## src/rtl/pc_sequencer_if.sv

```systemverilog
// rtl/pc_sequencer_if.sv - decoder-to-sequencer strobe and status bundle
interface pc_sequencer_if #(
    parameter int PC_WIDTH = 8
);
    logic                pc_en;
    logic                jmp;
    logic                br;
    logic                br_cond;
    logic                call;
    logic                ret;
    logic [PC_WIDTH-1:0] target;
    logic [PC_WIDTH-1:0] pc;
    logic                stack_empty;
    logic                stack_full;
    logic                stack_err;

    // Decoder side: issues strobes, observes pc and stack status
    modport master (
        output pc_en, jmp, br, br_cond, call, ret, target,
        input  pc, stack_empty, stack_full, stack_err
    );

    // Sequencer side: consumes strobes, owns pc and stack status
    modport slave (
        input  pc_en, jmp, br, br_cond, call, ret, target,
        output pc, stack_empty, stack_full, stack_err
    );
endinterface

```

## src/rtl/pc_sequencer.sv

```systemverilog
// rtl/pc_sequencer.sv - program counter, fetch sequencing and hardware return stack
module pc_sequencer #(
    parameter int PC_WIDTH    = 8,
    parameter int STACK_DEPTH = 4
) (
    input  logic           clk,
    input  logic           res_n,
    pc_sequencer_if.slave  bus
);
    localparam int SP_W  = $clog2(STACK_DEPTH) + 1;
    localparam int IDX_W = SP_W - 1;

    localparam logic [PC_WIDTH-1:0] PC_ONE    = PC_WIDTH'(1);
    localparam logic [SP_W-1:0]     SP_ONE    = SP_W'(1);
    localparam logic [SP_W-1:0]     SP_FULL   = SP_W'(STACK_DEPTH);

    // Winning command after priority resolution (ret > call > jmp > br > increment)
    typedef enum logic [2:0] {
        CMD_HOLD,
        CMD_INC,
        CMD_JMP,
        CMD_CALL,
        CMD_RET
    } cmd_e;

    logic [PC_WIDTH-1:0] pc_q, pc_d;
    logic [SP_W-1:0]     sp_q, sp_d;
    logic                err_q, err_d;
    logic [PC_WIDTH-1:0] stack_q [STACK_DEPTH];
    logic [PC_WIDTH-1:0] stack_d [STACK_DEPTH];

    cmd_e                cmd;
    logic                sp_empty;
    logic                sp_full;
    logic [PC_WIDTH-1:0] pc_inc;
    logic [SP_W-1:0]     sp_dec;
    logic [IDX_W-1:0]    push_idx;
    logic [IDX_W-1:0]    pop_idx;

    // Status decodes straight from the registered stack pointer
    assign sp_empty = (sp_q == '0);
    assign sp_full  = (sp_q == SP_FULL);
    assign pc_inc   = pc_q + PC_ONE;
    assign sp_dec   = sp_q - SP_ONE;
    assign push_idx = sp_q[IDX_W-1:0];
    assign pop_idx  = sp_dec[IDX_W-1:0];

    // Resolve simultaneous strobes to a single command; stall masks everything
    always_comb begin
        cmd = CMD_HOLD;
        if (bus.pc_en) begin
            if (bus.ret) begin
                cmd = CMD_RET;
            end else if (bus.call) begin
                cmd = CMD_CALL;
            end else if (bus.jmp) begin
                cmd = CMD_JMP;
            end else if (bus.br && bus.br_cond) begin
                cmd = CMD_JMP;
            end else begin
                cmd = CMD_INC;
            end
        end
    end

    // Next pc, stack pointer and sticky error; misuse degrades to a plain increment
    always_comb begin
        pc_d  = pc_q;
        sp_d  = sp_q;
        err_d = err_q;
        case (cmd)
            CMD_INC: begin
                pc_d = pc_inc;
            end
            CMD_JMP: begin
                pc_d = bus.target;
            end
            CMD_CALL: begin
                if (sp_full) begin
                    pc_d  = pc_inc;
                    err_d = 1'b1;
                end else begin
                    pc_d = bus.target;
                    sp_d = sp_q + SP_ONE;
                end
            end
            CMD_RET: begin
                if (sp_empty) begin
                    pc_d  = pc_inc;
                    err_d = 1'b1;
                end else begin
                    pc_d = stack_q[pop_idx];
                    sp_d = sp_dec;
                end
            end
            default: begin
                pc_d = pc_q;
            end
        endcase
    end

    // Return-address write: only a successful call pushes pc+1
    always_comb begin
        stack_d = stack_q;
        if (cmd == CMD_CALL && !sp_full) begin
            stack_d[push_idx] = pc_inc;
        end
    end

    // Control state with asynchronous reset
    always_ff @(posedge clk or negedge res_n) begin
        if (!res_n) begin
            pc_q  <= '0;
            sp_q  <= '0;
            err_q <= 1'b0;
        end else begin
            pc_q  <= pc_d;
            sp_q  <= sp_d;
            err_q <= err_d;
        end
    end

    // Stack storage is deliberately left uninitialised by reset
    always_ff @(posedge clk) begin
        stack_q <= stack_d;
    end

    assign bus.pc          = pc_q;
    assign bus.stack_empty = sp_empty;
    assign bus.stack_full  = sp_full;
    assign bus.stack_err   = err_q;
endmodule

```

## src/flat_wrapper.sv

```systemverilog
// flat-port wrapper written by rule: the top's interface ports become plain ports
module pc_sequencer_flat 
#(
    parameter int PC_WIDTH    = 8,
    parameter int STACK_DEPTH = 4
)
  (clk, res_n, bus_pc_en, bus_jmp, bus_br, bus_br_cond, bus_call, bus_ret, bus_target, bus_pc, bus_stack_empty, bus_stack_full, bus_stack_err);
  pc_sequencer_if #(.PC_WIDTH(PC_WIDTH)) bus_i ();
  input  logic clk;
  input  logic res_n;
  input wire logic [$bits(bus_i.pc_en)-1:0] bus_pc_en;
  input wire logic [$bits(bus_i.jmp)-1:0] bus_jmp;
  input wire logic [$bits(bus_i.br)-1:0] bus_br;
  input wire logic [$bits(bus_i.br_cond)-1:0] bus_br_cond;
  input wire logic [$bits(bus_i.call)-1:0] bus_call;
  input wire logic [$bits(bus_i.ret)-1:0] bus_ret;
  input wire logic [$bits(bus_i.target)-1:0] bus_target;
  output wire logic [$bits(bus_i.pc)-1:0] bus_pc;
  output wire logic [$bits(bus_i.stack_empty)-1:0] bus_stack_empty;
  output wire logic [$bits(bus_i.stack_full)-1:0] bus_stack_full;
  output wire logic [$bits(bus_i.stack_err)-1:0] bus_stack_err;
  assign bus_i.pc_en = bus_pc_en;
  assign bus_i.jmp = bus_jmp;
  assign bus_i.br = bus_br;
  assign bus_i.br_cond = bus_br_cond;
  assign bus_i.call = bus_call;
  assign bus_i.ret = bus_ret;
  assign bus_i.target = bus_target;
  assign bus_pc = bus_i.pc;
  assign bus_stack_empty = bus_i.stack_empty;
  assign bus_stack_full = bus_i.stack_full;
  assign bus_stack_err = bus_i.stack_err;
  pc_sequencer #(.PC_WIDTH(PC_WIDTH), .STACK_DEPTH(STACK_DEPTH)) u_core (.clk(clk), .res_n(res_n), .bus(bus_i));
endmodule
```

## config.mk

```make
export PLATFORM = sky130hd
export DESIGN_NAME = pc_sequencer_flat
export DESIGN_NICKNAME = d
export VERILOG_FILES = /design/src/rtl/pc_sequencer_if.sv /design/src/rtl/pc_sequencer.sv /design/src/flat_wrapper.sv
export SDC_FILE = /design/constraint.sdc
export NUM_CORES = 1
export LEC_CHECK = 0
export CAP_MARGIN = 10
export CELL_PAD_IN_SITES_DETAIL_PLACEMENT = 1
export CELL_PAD_IN_SITES_GLOBAL_PLACEMENT = 1
export CORE_ASPECT_RATIO = 0.5
export CORE_MARGIN = 3
export CORE_UTILIZATION = 49
export CTS_CLUSTER_DIAMETER = 120
export DETAILED_ROUTE_END_ITERATION = 10
export HOLD_SLACK_MARGIN = 0.02
export PLACE_DENSITY_LB_ADDON = 0.1
export SLEW_MARGIN = 20
export SYNTH_ARGS = -nofsm -noshare
export SYNTH_HDL_FRONTEND = slang
export SYNTH_SLANG_ARGS = --single-unit
```

## constraint.sdc

```tcl
create_clock -name clk -period 5.8 [get_ports clk]
set_input_delay 0.58 -clock clk [delete_from_list [all_inputs] [get_ports clk]]
set_output_delay 0.58 -clock clk [all_outputs]
set_load 0.02 [all_outputs]
```

; ---- Word level (Yosys, flattened, before mapping)
; Index checks and enable logic that the tools add are counted.
[op_classes]
add_sub_neg = 3
n_lt_le_gt_ge = 3
eq_ne = 9
mux = 20
n_bitwise = 2
reduce_logical = 9
[op_table]
columns = cell, count
row1 = $mux 8, 5
row2 = $bwmux 32, 1
row3 = $pmux 8 s4, 1
row4 = $mux 3, 6
row5 = $bmux 8 s2, 1
row6 = $demux 8 s2, 1
row7 = $add 8x1->8 const B, 1
row8 = $eq 3x2->1 const B, 2
row9 = $eq 3x3->1 const B, 2
row10 = $ge 3x3->1 const B, 2
row11 = $ne 2x2->1 const B, 3
row12 = $not 2->3, 2
row13 = $pmux 3 s2, 1
row14 = $reduce_and 3->1, 2
row15 = $reduce_bool 4->1, 1
row16 = $add 3x1->3 const B, 1
row17 = $eq 3x1->1 const B, 1
row18 = $logic_and 1x1->1, 3
row19 = $logic_not 3->1, 1
row20 = $lt 3x1->1 const B, 1
row21 = $sub 3x1->3 const B, 1
row22 = $mux 1, 2
row23 = $mux 2, 1
row24 = $ne 2x1->1 const B, 1
row25 = 3 further kinds, 3
[word_totals]
reg_bits = 44
input_bits = 16
wordCells = 53

; ---- Longest topological paths before layout
[logic_depth]
ltp_word = 9
ltp_mapped = 8
ltp_nobuf = 7

; ---- Worst setup path after synthesis
; OpenSTA, ideal clock, no wires.
[synth_timing]
path_kind = register to register
start = register u_core.sp_q[0]
end = register u_core.stack_q[0] in the netlist's numbering (enable)
t_arrival_ns = 1.753
required_ns = 5.468
setup_slack_ns = 3.715
path_stages_with_launch = 7
path_buffers = 1
synth_period_minus_slack_ns = 2.085
cell_sequence = dfrtp_1 -> buf_6 -> inv_1 -> ha_1 -> and2_1 -> nor3b_2 -> and2_1
[synth_between]
elab_chain_len = 3
[synth_rtl]
columns = element, line_no
row1 = start: declaration, pc_sequencer.sv:27  ; logic [SP_W-1:0] sp_q, sp_d;
row2 = start signal: assignment, pc_sequencer.sv:118  ; sp_q <= sp_d;
row3 = $eq 3x3->1, pc_sequencer.sv:42  ; assign sp_full = (sp_q == SP_FULL);
row4 = named net bus_stack_full, flat_wrapper.sv:20  ; output wire logic [$bits(bus_i.stack_full)-1:0] bus_stack_full;
row5 = $logic_not 1->1, pc_sequencer.sv:105  ; if (cmd == CMD_CALL && !sp_full) begin
row6 = $logic_and 1x1->1, pc_sequencer.sv:105
row7 = end signal: assignment, pc_sequencer.sv:125  ; stack_q <= stack_d;
row8 = end: declaration, pc_sequencer.sv:29  ; logic [PC_WIDTH-1:0] stack_q [STACK_DEPTH];
; The timed path passes the listed nets, and every way through them passes these cells.
; A chain may end at the register's enable or synchronous reset.

; ---- Worst setup path after layout
[layout_timing]
start = register u_core.sp_q[0]
end = output bus_stack_empty
[layout_between]
elab_chain_len = 1
[layout_rtl]
columns = element, line_no
row1 = $logic_not 3->1, pc_sequencer.sv:41  ; assign sp_empty = (sp_q == '0);
row2 = end: declaration, flat_wrapper.sv:19  ; output wire logic [$bits(bus_i.stack_empty)-1:0] bus_stack_empty;
; No other way between the ends.

==> results by group <==
Worst hold path
  – Min-Delay Endpoint: u_core.bus.stack_err
  – Worst Hold Depth: 1
  – Hold WC Path Type: flop to flop
  – Hold wc startpoint: u_core.bus.stack_err

Drt
  – Post-DR wirelength/cell: 22.4 um
  – Final wirelength: 5940 um
  – DRC: 0
  – Via count: 1,610
  – Vias per cell: 6.08
  – Drt pass-1 iters: 4
  – Post-DRT Antenna Nets: 0
  – 1st-iter DRT viols: 80

Critical path
  – Cell chain of the critical path: inv_1, ha_1, nand2b_1, inv_1, clkdlybuf4s50_1
  – Arrival @ worst endpoint: 2.64 ns
  – Crit Path Category: flop to output pin
  – Critical Path Source: u_core.sp_q[0]
  – CP Max Fanout: 13
  – Most Frequent Cell on Critical Path: inv_1
  – Worst path max stage delay: 0.69 ns
  – CP Capture Type: output pin
  – R2R Path Start: u_core.sp_q[0]
  – Worst Setup Start Kind: flop
  – Critical path's slowest cell: dfrtp_1
  – Required @ worst endpoint: 5.22 ns
  – Reg2reg end: u_core.stack_q[11]
  – Reg2reg path depth: 5
  – Reg2Reg Setup Slack: 3.17 ns

Place
  – DP Area: 2590 um^2
  – PortBufs: 26
  – Post-DP HPWL: 4300 um
  – GP Congestion: 0.801

Logic synthesis
  – Adder-cell share of the synthesized area: 3.23%
  – Yosys top cell area share: 41.4%
  – Most frequent cell after synthesis: edfxtp_1
  – Post-synth ARST share: 27.3%
  – Most frequent cells after synthesis: edfxtp_1, dfrtp_1, nand2_1, nand3_1, o21ai_0
  – Yosys top cell by area: edfxtp_1
  – Average cell area after synthesis: 13.4 um^2
  – Main flop type after synthesis: edfxtp_1
  – Mux cell area share after synthesis: 12.3%
  – Largest family of logic cells by synthesized area: simple AND/OR/NAND/NOR gates
  – Compound-Gate Fraction of Synth Area: 10.3%
  – Synth unique cells: 51
  – Syn Nets: 196
  – Synth Register Bits: 44
  – Post-synth EDFFs: 32
  – Mapped cell area: 2320 um^2
  – Top post-synthesis cells by area: edfxtp_1, dfrtp_1, mux4_1, ha_1, nand3_1
  – Xor-xnor portion of the synthesized cell area: 1.13%
  – Register area share after synthesis: 54.3%
  – Mapped Cells: 174
  – Warnings, synthesis: 0
  – Post-Synth Simple-Gate Area: 14.5%

Global routing
  – Pin count of the biggest net entering global routing: 26
  – Global-route wire length before repair: 8820 um
  – Vias in the first global route: 1,599
  – Total GRT Usage: 22.1%
  – Initial antenna violation count: 0
  – GR Overflow Total: 0

Pwr
  – Seq pwr share: 40.0%
  – LEAKAGE: 0.000976 uW
  – Internal power: 806 uW
  – PwrDens: 482 nW/um^2
  – Clock power share: 18.1%
  – Maximum vdd drop: 0.210 mV
  – Total power: 1300 uW
  – Gate power share: 41.9%
  – P_sw: 496 uW
  – Switching part of the total: 38.1%

Floorplanning
  – Core Footprint: 4490 um^2
  – Die width: 103 um
  – I/O pin count: 27
  – Die Y: 54.7 um
  – Std cell rows: 17
  – Starting Density: 51.8%
  – Die ar.: 5650 um^2

STA
  – Final Hold Slack: 0.485 ns
  – Slew HR: 42.5%
  – Final Cycle Share: 55.6%
  – Max Transition Viols Final: 0
  – F_max: 310 MHz
  – Final setup TNS: 0 ns
  – Slew @ Worst Pin: 0.860 ns
  – Setup Skew: 0.00666 ns
  – RSZ-0062 raised after global routing: false
  – Final min period: 3.22 ns
  – Hold Vio Cnt, Final: 0
  – Final setup fails: 0

Final layout
  – Filler cells: 461
  – Util after Layout: 60.2%
  – N_diodes: 0
  – Area delta synth->final: 16.3%
  – Share of cells above drive strength 1: 8.54%
  – # nets final: 220
  – Final Instance Area: 2700 um^2

Run
  – Max_cap viols: 0

Clocking
  – CTS tree: done
  – TritonCTS Buffers: 5
  – Htree depth: 2
  – Clock buffer depth: 2
  – Post-CTS Hold Buffers: 0
  – Post_cts resized: 0
  – Clock Pin Slew Worst Setup and Hold Paths: 0.09 ns
  – Post-CTS Setup Inserts: 0
  – Clk root buf: clkbuf_8
  – CTS sink cnt: 44
  – Worst-Skew Late Latency: 0.30 ns

Outcome
  – Status: finished clean
metrics by stage:
step	std cells	worst slack, ns
4_1_cts	265	2.58
5_1_grt	265	2.39
6_report	265	2.58
3_3_place_gp	257	2.70
2_1_floorplan	174	3.71
3_5_place_dp	257	2.59
layout make-up:
type | count | area, um^2 | area share [%]
clock inverter | 3 | 42.5 | 1.57
timing repair buffer | 26 | 260 | 9.63
inverter | 6 | 22.5 | 0.833
sequential | 44 | 1260 | 46.7
clock buffer | 5 | 68.8 | 2.55
tap | 66 | 82.6 | 3.06
multi-input combinational | 115 | 965 | 35.7
power by group through the flow:
stage / combinational [uW] / clock, uW / sequential, uW
floorplan: 363 / 0 / 517
global placement: 531 / 0 / 521
detailed placement: 539 / 0 / 525
CTS: 544 / 241 / 519
global route: 587 / 255 / 530
finish: 545 / 235 / 521
metal layers:
layer / share of wire (%) / vias to the layer above / routed length, um / global-route usage (%)
met1: 50 / 827 / 2970 / 31.3
met4: 0.22 / 0 / 13 / 3.44
met5: 0 / - / 0 / 0
met2: 44 / 52 / 2600 / 34.4
li1: - / 727 / - / -
met3: 6.0 / 4 / 358 / 6.87
placed cells by master (no fill, tap or decap), types with 4 or more instances in the layout:
master	instances
inv_1	6
mux4_1	7
nand2b_1	5
and2_1	4
nand3_1	9
nand2_1	9
nand4_1	4
a21oi_1	7
edfxtp_1	32
ha_1	6
dfrtp_1	12
clkdlybuf4s50_1	26
o21ai_0	9
mux2i_1	4
clkbuf_8	5
critical path: cells and delay by family (launching register included):
| kind | cells | cell delay [ns] |
|---|---|---|
| buffers and inverters | 3 | 0.94 |
| adder cells (fa/ha/maj) | 1 | 0.30 |
| flip-flops | 1 | 0.69 |
| AND/OR/NAND/NOR | 1 | 0.41 |
sequential cells by signal, summed over array words and instances, names as in the netlist:
name and count:
u_core.stack_q 32, u_core.bus.stack_err 1, u_core.bus.pc 8, u_core.sp_q 3
cells by family after synthesis:
group,count (synthesis)
xor gates and xnor gates,3
AOI/OAI and AO/OA,34
adders and majority gates,6
muxes,15
and+or+nand+nor,57
DFF,44
buffers and inverters,15
worst max-delay path by stage:
stage	to	slack, ns	cells after the start
after floorplan	u_core.stack_q[0]	3.71	6
after global placement	u_core.stack_q[13]	2.70	4
after detailed placement	u_core.stack_q[14]	2.59	4
after CTS	bus_stack_empty	2.58	5
after global routing	bus_stack_empty	2.39	5
final	bus_stack_empty	2.58	5
No activity file was read; power rests on OpenSTA's default activity.
